--- config.mk ---
export PLATFORM = sky130hd
export DESIGN_NAME = tinker_mem_arbiter_flat
export DESIGN_NICKNAME = d
export VERILOG_FILES = /design/src/rtl/tinker_arb_pkg.sv /design/src/rtl/tinker_mem_arbiter_if.sv /design/src/rtl/tinker_arb_starve_ctr.sv /design/src/rtl/tinker_mem_arbiter.sv /design/src/flat_wrapper.sv
export SDC_FILE = /design/constraint.sdc
export NUM_CORES = 1
export LEC_CHECK = 0
export BUFFER_PORTS_ARGS = -buffer_cell sky130_fd_sc_hd__buf_2
export CORE_AREA = 2 2 192 194
export CTS_BUF_LIST = sky130_fd_sc_hd__clkbuf_16
export DETAILED_ROUTE_END_ITERATION = 6
export DIE_AREA = 0 0 194 196
export GPL_TIMING_DRIVEN = 1
export PLACE_DENSITY_LB_ADDON = 0.1
export SLEW_MARGIN = 20
export SYNTH_ARGS = -nofsm -noshare
export SYNTH_HDL_FRONTEND = slang
export SYNTH_SLANG_ARGS = --single-unit
export TNS_END_PERCENT = 20
--- constraint.sdc ---
create_clock -name clk -period 2.5 [get_ports clk]
set_input_delay 0.5 -clock clk [delete_from_list [all_inputs] [get_ports clk]]
set_output_delay 0.5 -clock clk [all_outputs]
set_load 0.02 [all_outputs]
--- src/rtl/tinker_arb_pkg.sv ---
// Shared types and widths for the Tinker memory-port arbiter.
package tinker_arb_pkg;

   localparam int unsigned IF_W = 32;
   localparam int unsigned D_W  = 64;
   localparam int unsigned A_W  = 64;

   typedef enum logic {ST_IDLE, ST_WAIT} arb_state_t;

   typedef enum logic [1:0] {OWN_NONE, OWN_IF, OWN_D} arb_owner_t;

   typedef struct packed {
      logic           we;
      logic [A_W-1:0] addr;
      logic [D_W-1:0] wdata;
   } mem_cmd_t;

endpackage

--- src/rtl/tinker_mem_arbiter_if.sv ---
// Pipeline-side and memory-side signals of the arbiter; slave = arbiter, master = environment.
interface tinker_mem_arbiter_if;
   import tinker_arb_pkg::*;

   logic            if_req;
   logic [A_W-1:0]  if_addr;
   logic            if_gnt;
   logic            if_rvalid;
   logic [IF_W-1:0] if_rdata;

   logic            d_req;
   logic            d_we;
   logic [A_W-1:0]  d_addr;
   logic [D_W-1:0]  d_wdata;
   logic            d_gnt;
   logic            d_rvalid;
   logic [D_W-1:0]  d_rdata;

   logic            m_req;
   logic            m_we;
   logic [A_W-1:0]  m_addr;
   logic [D_W-1:0]  m_wdata;
   logic [D_W-1:0]  m_rdata;

   modport slave (
      input  if_req, if_addr, d_req, d_we, d_addr, d_wdata, m_rdata,
      output if_gnt, if_rvalid, if_rdata, d_gnt, d_rvalid, d_rdata,
             m_req, m_we, m_addr, m_wdata
   );

   modport master (
      output if_req, if_addr, d_req, d_we, d_addr, d_wdata, m_rdata,
      input  if_gnt, if_rvalid, if_rdata, d_gnt, d_rvalid, d_rdata,
             m_req, m_we, m_addr, m_wdata
   );

endinterface

--- src/rtl/tinker_arb_starve_ctr.sv ---
// Saturating count of cycles a fetch has waited; hit_o flags that fetch must win next.
module tinker_arb_starve_ctr #(
   parameter int unsigned MAX_WAIT = 4
) (
   input  logic clk,
   input  logic reset,
   input  logic wait_i,
   input  logic clr_i,
   output logic hit_o
);

   localparam int unsigned CNT_W = $clog2(MAX_WAIT + 1);

   logic [CNT_W-1:0] cnt_q, cnt_d;

   always_comb begin
      cnt_d = cnt_q;
      if (clr_i) begin
         cnt_d = '0;
      end else if (wait_i && (cnt_q < CNT_W'(MAX_WAIT))) begin
         cnt_d = cnt_q + CNT_W'(1);
      end
   end

   always_ff @(posedge clk) begin
      if (reset) begin
         cnt_q <= '0;
      end else begin
         cnt_q <= cnt_d;
      end
   end

   assign hit_o = (cnt_q >= CNT_W'(MAX_WAIT));

endmodule

--- src/rtl/tinker_mem_arbiter.sv ---
// Shares one fixed-latency memory port between fetch and data; data has priority.
// Define TINKER_ARB_STARVE_GUARD_EN to let a fetch that waited MAX_WAIT cycles win.
module tinker_mem_arbiter
   import tinker_arb_pkg::*;
#(
   parameter int unsigned MEM_LAT  = 2,
   parameter int unsigned MAX_WAIT = 4
) (
   input logic                 clk,
   input logic                 reset,
   tinker_mem_arbiter_if.slave bus
);

   localparam int unsigned LAT_W = (MEM_LAT > 1) ? $clog2(MEM_LAT) : 1;

   generate
      if (MEM_LAT < 1) begin : g_lat_chk
         $error("tinker_mem_arbiter: MEM_LAT must be >= 1");
      end
      if (MAX_WAIT < 1) begin : g_wait_chk
         $error("tinker_mem_arbiter: MAX_WAIT must be >= 1");
      end
   endgenerate

   arb_state_t       state_q, state_d;
   arb_owner_t       owner_q, owner_d;
   logic [LAT_W-1:0] lat_q, lat_d;
   logic             we_q, we_d;

   logic     issue_slot;
   logic     resp;
   logic     pick_if;
   logic     pick_d;
   logic     starve_hit;
   mem_cmd_t cmd;

`ifdef TINKER_ARB_STARVE_GUARD_EN
   tinker_arb_starve_ctr #(.MAX_WAIT(MAX_WAIT)) u_starve (
      .clk    (clk),
      .reset  (reset),
      .wait_i (bus.if_req & ~pick_if),
      .clr_i  (pick_if),
      .hit_o  (starve_hit)
   );
`else
   assign starve_hit = 1'b0;
`endif

   // Winner selection and memory command; everything is held at 0 while in reset.
   always_comb begin
      issue_slot = !reset && ((state_q == ST_IDLE) || (lat_q == '0));
      resp       = !reset && (state_q == ST_WAIT) && (lat_q == '0);
      pick_d     = issue_slot && bus.d_req && !(starve_hit && bus.if_req);
      pick_if    = issue_slot && bus.if_req && !pick_d;

      cmd = '0;
      if (pick_d) begin
         cmd.we    = bus.d_we;
         cmd.addr  = bus.d_addr;
         cmd.wdata = bus.d_wdata;
      end else if (pick_if) begin
         cmd.addr  = bus.if_addr;
      end
   end

   // Next-state: count down the outstanding access, otherwise issue or go idle.
   always_comb begin
      state_d = state_q;
      owner_d = owner_q;
      lat_d   = lat_q;
      we_d    = we_q;
      if ((state_q == ST_WAIT) && (lat_q != '0)) begin
         lat_d = lat_q - LAT_W'(1);
      end else if (pick_d || pick_if) begin
         state_d = ST_WAIT;
         owner_d = pick_d ? OWN_D : OWN_IF;
         lat_d   = LAT_W'(MEM_LAT - 1);
         we_d    = cmd.we;
      end else begin
         state_d = ST_IDLE;
         owner_d = OWN_NONE;
         lat_d   = '0;
         we_d    = 1'b0;
      end
   end

   always_ff @(posedge clk) begin
      if (reset) begin
         state_q <= ST_IDLE;
         owner_q <= OWN_NONE;
         lat_q   <= '0;
         we_q    <= 1'b0;
      end else begin
         state_q <= state_d;
         owner_q <= owner_d;
         lat_q   <= lat_d;
         we_q    <= we_d;
      end
   end

   assign bus.if_gnt    = pick_if;
   assign bus.d_gnt     = pick_d;
   assign bus.m_req     = pick_if | pick_d;
   assign bus.m_we      = cmd.we;
   assign bus.m_addr    = cmd.addr;
   assign bus.m_wdata   = cmd.wdata;

   assign bus.if_rvalid = resp && (owner_q == OWN_IF);
   assign bus.d_rvalid  = resp && (owner_q == OWN_D);
   assign bus.if_rdata  = bus.if_rvalid ? bus.m_rdata[IF_W-1:0] : '0;
   assign bus.d_rdata   = (bus.d_rvalid && !we_q) ? bus.m_rdata : '0;

endmodule

--- src/flat_wrapper.sv ---
// flat-port wrapper written by rule: the top's interface ports become plain ports
module tinker_mem_arbiter_flat import tinker_arb_pkg::*;
#(
   parameter int unsigned MEM_LAT  = 2,
   parameter int unsigned MAX_WAIT = 4
)
  (clk, reset, bus_if_req, bus_if_addr, bus_d_req, bus_d_we, bus_d_addr, bus_d_wdata, bus_m_rdata, bus_if_gnt, bus_if_rvalid, bus_if_rdata, bus_d_gnt, bus_d_rvalid, bus_d_rdata, bus_m_req, bus_m_we, bus_m_addr, bus_m_wdata);
  tinker_mem_arbiter_if bus_i ();
  input logic clk;
  input logic reset;
  input wire logic [$bits(bus_i.if_req)-1:0] bus_if_req;
  input wire logic [$bits(bus_i.if_addr)-1:0] bus_if_addr;
  input wire logic [$bits(bus_i.d_req)-1:0] bus_d_req;
  input wire logic [$bits(bus_i.d_we)-1:0] bus_d_we;
  input wire logic [$bits(bus_i.d_addr)-1:0] bus_d_addr;
  input wire logic [$bits(bus_i.d_wdata)-1:0] bus_d_wdata;
  input wire logic [$bits(bus_i.m_rdata)-1:0] bus_m_rdata;
  output wire logic [$bits(bus_i.if_gnt)-1:0] bus_if_gnt;
  output wire logic [$bits(bus_i.if_rvalid)-1:0] bus_if_rvalid;
  output wire logic [$bits(bus_i.if_rdata)-1:0] bus_if_rdata;
  output wire logic [$bits(bus_i.d_gnt)-1:0] bus_d_gnt;
  output wire logic [$bits(bus_i.d_rvalid)-1:0] bus_d_rvalid;
  output wire logic [$bits(bus_i.d_rdata)-1:0] bus_d_rdata;
  output wire logic [$bits(bus_i.m_req)-1:0] bus_m_req;
  output wire logic [$bits(bus_i.m_we)-1:0] bus_m_we;
  output wire logic [$bits(bus_i.m_addr)-1:0] bus_m_addr;
  output wire logic [$bits(bus_i.m_wdata)-1:0] bus_m_wdata;
  assign bus_i.if_req = bus_if_req;
  assign bus_i.if_addr = bus_if_addr;
  assign bus_i.d_req = bus_d_req;
  assign bus_i.d_we = bus_d_we;
  assign bus_i.d_addr = bus_d_addr;
  assign bus_i.d_wdata = bus_d_wdata;
  assign bus_i.m_rdata = bus_m_rdata;
  assign bus_if_gnt = bus_i.if_gnt;
  assign bus_if_rvalid = bus_i.if_rvalid;
  assign bus_if_rdata = bus_i.if_rdata;
  assign bus_d_gnt = bus_i.d_gnt;
  assign bus_d_rvalid = bus_i.d_rvalid;
  assign bus_d_rdata = bus_i.d_rdata;
  assign bus_m_req = bus_i.m_req;
  assign bus_m_we = bus_i.m_we;
  assign bus_m_addr = bus_i.m_addr;
  assign bus_m_wdata = bus_i.m_wdata;
  tinker_mem_arbiter #(.MEM_LAT(MEM_LAT), .MAX_WAIT(MAX_WAIT)) u_core (.clk(clk), .reset(reset), .bus(bus_i));
endmodule
Word level (Yosys, flattened, before mapping)
Index checks and enable logic that the tools add are counted.
Widths: inputs -> output; s select.

word-level totals
  flip-flop bits (word level) = 5
  bits in latches = 0
  bits in writable memories = 0
  ROM bits = 0
  bits of input ports = 261
  output and inout port bits = 230
  memories = 0

operators by class
  add/subtract/negate cells = 1
  multipliers = 0
  divide/modulo/power cells = 0
  order comparisons = 0
  eq/ne operators = 2
  shifts and indexed selects = 0
  muxes and demuxes = 11
  bitwise operators = 3
  reduce and logical (&&, ||, !) cells = 15

operator list
  kind                 number
  $mux 64              4
  $mux 32              1
  $logic_and 1x1->1    10
  $mux 1               4
  $mux 2               2
  $logic_not 1->1      3
  $eq 2x1->1 const B   1
  $eq 2x2->1 const B   1
  $logic_or 1x1->1     2
  $not 1->1            2
  $or 1x1->1           1
  $sub 1x1->1 const B  1

Longest topological paths before layout
  depth after elaboration = 9
  depth in mapped cells = 5
  gate-level depth less buffers = 3

Worst setup path before layout
OpenSTA, ideal clock, no wires.

  kind = in2out
  from = input reset
  to = output bus_d_rdata[51]
  data arrival time = 1.881 ns
  required time = 2.000 ns
  slack = 0.119 ns
  cell stages on the path = 3
  buffers on the path = 0
  cell sequence = or3b_4 -> or3b_1 -> nor3b_1

between the ends
  cells in the longest elaborated chain, start to end = 6

RTL lines
  element                         line                       RTL
  start: declaration              flat_wrapper.sv:10         input logic reset;
  $logic_not 1->1                 tinker_mem_arbiter.sv:52   resp = !reset && (state_q == ST_WAIT) && (lat_q == '0);
  $logic_and 1x1->1 (2 in a row)  tinker_mem_arbiter.sv:52
  $logic_and 1x1->1               tinker_mem_arbiter.sv:109  assign bus.d_rvalid = resp && (owner_q == OWN_D);
  $logic_and 1x1->1               tinker_mem_arbiter.sv:111  assign bus.d_rdata = (bus.d_rvalid && !we_q) ? bus.m_rdata : '0;
  $mux 64                         tinker_mem_arbiter.sv:111
  end: declaration                flat_wrapper.sv:23         output wire logic [$bits(bus_i.d_rdata)-1:0] bus_d_rdata;

Every way passes these cells.

Worst setup path in the final report
  from = input reset
  to = output bus_d_rdata[37]

Same word-level chain as after synthesis.

==> impl_metrics.csv <==
group,metric,value,unit
status,status,"complete, no violations",
timing,fin_crit,2390,ps
route,wirelength,18.5,mm
yosys,yosysSeqAreaShare,3.99,%
timing,finalWorstSetupSlack,105,ps
power_and_ir_drop,p_per_area,202,nW/um^2
yosys,synth_top_family_by_area,"simple AND/OR/NAND/NOR gates",
power_and_ir_drop,power_leakage,3.47,nW
worst_setup_path,r2r_end,"u_core.lat_q",
timing,hold_viol,0,
clock_network,worstSkewPairLatency,230,ps
floorplan,die_area,38000,sq um
worst_setup_path,worst_setup_path_end_kind,"output port",
yosys,synth_nets,694,
worst_setup_path,crit_path_top_delay_cell,"or3b_4",
global_routing,grt_pass1_wl,26.2,mm
placement,post-place-ws,-24.1,ps
yosys,ys_warn_count,0,
route,viasPerCell,3.49,
worst_setup_path,required,2000,ps
timing,finalMaxSlewViolations,0,
floorplan,die_y,196,um
worst_hold_path,holdCritStartpoint,"u_core.owner_q[0]",
clock_network,holdBufCountCts,0,
yosys,syn_area,2510,sq um
cells_and_area,layout_commonest_cell,"buf_2",
floorplan,die_w,194,um
clock_network,tritoncts,"yes",
route,drt_pass1_iterations,4,
global_routing,grt_usage,8.74,%
placement,dp_hpwl,15.3,mm
clock_network,clk_path_buf_depth,2,
yosys,syn_avg_cell_area,5.79,sq um
timing,setup_tns,0,ps
cells_and_area,final_nets,1150,
cells_and_area,final_area,5660,sq um
floorplan,pin_count,491,
power_and_ir_drop,totalPowerFinal,1.14,mW
cells_and_area,antenna_cells,0,
worst_setup_path,ff2ff_path_depth,4,
worst_setup_path,crit_fanout,61,
route,ant_nets,0,
floorplan,start_util,6.95,%
clock_network,numCtsBuffers,3,
yosys,yosys.area_share.simple,74.0,%
worst_setup_path,path_cells,"buf_2 > or3b_4 > nor4b_4 > buf_12 > and2_1 > buf_2",
worst_setup_path,start_kind,"input pin",
worst_setup_path,path_class,"input pin to output port",
timing,setup_viol,0,
power_and_ir_drop,vdd_drop_max,0.134,mV
timing,timing.max_slew.rel_slack,76.9,%
clock_network,post-cts-setup-buffer-count,0,
cells_and_area,drive_above_1_share,57.8,%
yosys,synthXorXnorAreaFrac,0,%
clock_network,clock-sinks,5,
placement,dp_cells,1352,
placement,gp_congestion,0.750,
timing,max_freq,418,MHz
timing,tightest_slew,346,ps
yosys,synth-seq-cells,5,
timing,rsz0062_at_grt,"no",
timing,period_share,95.8,%
worst_hold_path,hold_path_depth,2,
global_routing,grt-ovfl-total,0,
worst_setup_path,reg2reg_from,"u_core.lat_q",
worst_setup_path,max_stage_delay,410,ps
flow_run,cap_violations,0,
yosys,synthMuxAreaShare,0,%
placement,place_area,5570,sq um
worst_setup_path,r2r_slack,1490,ps
yosys,synthAdderAreaFrac,0,%
yosys,ys_types,19,
cells_and_area,fin_cells,1356,
cells_and_area,syn2layout_area_growth,126,%
cells_and_area,mostFrequentLayoutCells,"buf_2, and2_1, a21oi_1",
route,drt_iter0_markers,113,
floorplan,core,36100,sq um
worst_setup_path,critPathMostFrequentCell,"buf_2",
cells_and_area,fin_util,15.7,%
global_routing,grt_pass1_vias,4493,
route,vias,4729,
timing,skew,0.265,ps
timing,whs,526,ps
clock_network,cts_root_buf,"clkbuf_16",
placement,io_buffers,490,
worst_hold_path,hold_end,"u_core.owner_q[0]",
floorplan,num_rows,70,
worst_hold_path,hold_class,"flip-flop to flip-flop",
worst_setup_path,cp.arrival,1890,ps
global_routing,grt_max_degree,73,
global_routing,antenna_found_initial,0,
clock_network,htree_levels,1,
clock_network,clk_pin_slew,30,ps
yosys,synth_cells,433,
route,drc,0,
yosys,synth_compound_area_share,13.8,%
route,wire_per_inst,13.6,um
==> Yosys cell counts <==
| library cell | n | area [sq um] |
|---|---|---|
| and2_1 | 94 | 588 |
| a21oi_1 | 69 | 345 |
| nand2_1 | 66 | 248 |
| and3_1 | 65 | 407 |
| nand3b_1 | 65 | 488 |
| clkbuf_1 | 39 | 146 |
| buf_1 | 6 | 22.5 |
| clkbuf_2 | 6 | 30.0 |
| dfxtp_1 | 5 | 100 |
| nand3_1 | 4 | 20.0 |
| nor3b_1 | 4 | 30.0 |
| nor2_1 | 3 | 11.3 |
| buf_2 | 1 | 5.00 |
| inv_1 | 1 | 3.75 |
| nand2b_1 | 1 | 6.26 |
| nor3b_2 | 1 | 12.5 |
| nor4b_4 | 1 | 23.8 |
| or3b_1 | 1 | 8.76 |
| or3b_4 | 1 | 11.3 |
==> per-layer routing <==
metal | wire length [um] | GRT usage [%] | up-vias
met1 | 6920 | 9.39 | 2091
li1 | - | - | 2368
met4 | 149 | 1.63 | 0
met2 | 10000 | 17.6 | 264
met3 | 1420 | 1.68 | 6
met5 | 0 | 0 | -
==> layout make-up <==
class | instances | area [sq um]
fill | 4279 | 30400
timing repair buffer | 503 | 2670
multi-input combinational | 375 | 2230
tap | 468 | 586
sequential | 5 | 100
clock buffer | 3 | 75.1
clock inverter | 1 | 3.75
inverter | 1 | 3.75
==> critical path: cells and delay by family <==
family	cells	cell delay (ps)
and+or+nand+nor	3	840
buffers and inverters	3	530
==> worst max path at each step <==
stage	from	to	slack, ps	depth (start not counted)
after floorplan	reset	bus_d_rdata[51]	120	3
after global placement	reset	bus_d_rdata[56]	-4	5
after detailed placement	reset	bus_d_rdata[56]	-20	5
after CTS	reset	bus_d_rdata[56]	40	5
after global routing	reset	bus_d_rdata[37]	30	6
final	reset	bus_d_rdata[37]	110	6
==> flip-flops by register name, summed over array words and instances (netlist names) <==
register,cells
u_core.owner_q,2
u_core.lat_q,1
u_core.state_q,1
u_core.we_q,1
==> kinds of logic after synthesis <==
family                 Yosys count
and+or+nand+nor                306
buffers and inverters           53
DFF                              5
AOI/OAI and AO/OA               69
==> power breakdown <==
group | switching [mW] | internal, mW | total, mW
Combinational | 0.447 | 0.344 | 0.792
Clock | 0.0526 | 0.207 | 0.260
Sequential | 0.00573 | 0.0853 | 0.0911
==> timing repair <==
action | 4_1_cts | 5_1_grt
pin swaps | 0 | 0
resized for setup | 1 | 2
setup endpoints to repair | 1 | 1
Note: power is estimated with default switching activity, not from simulation.
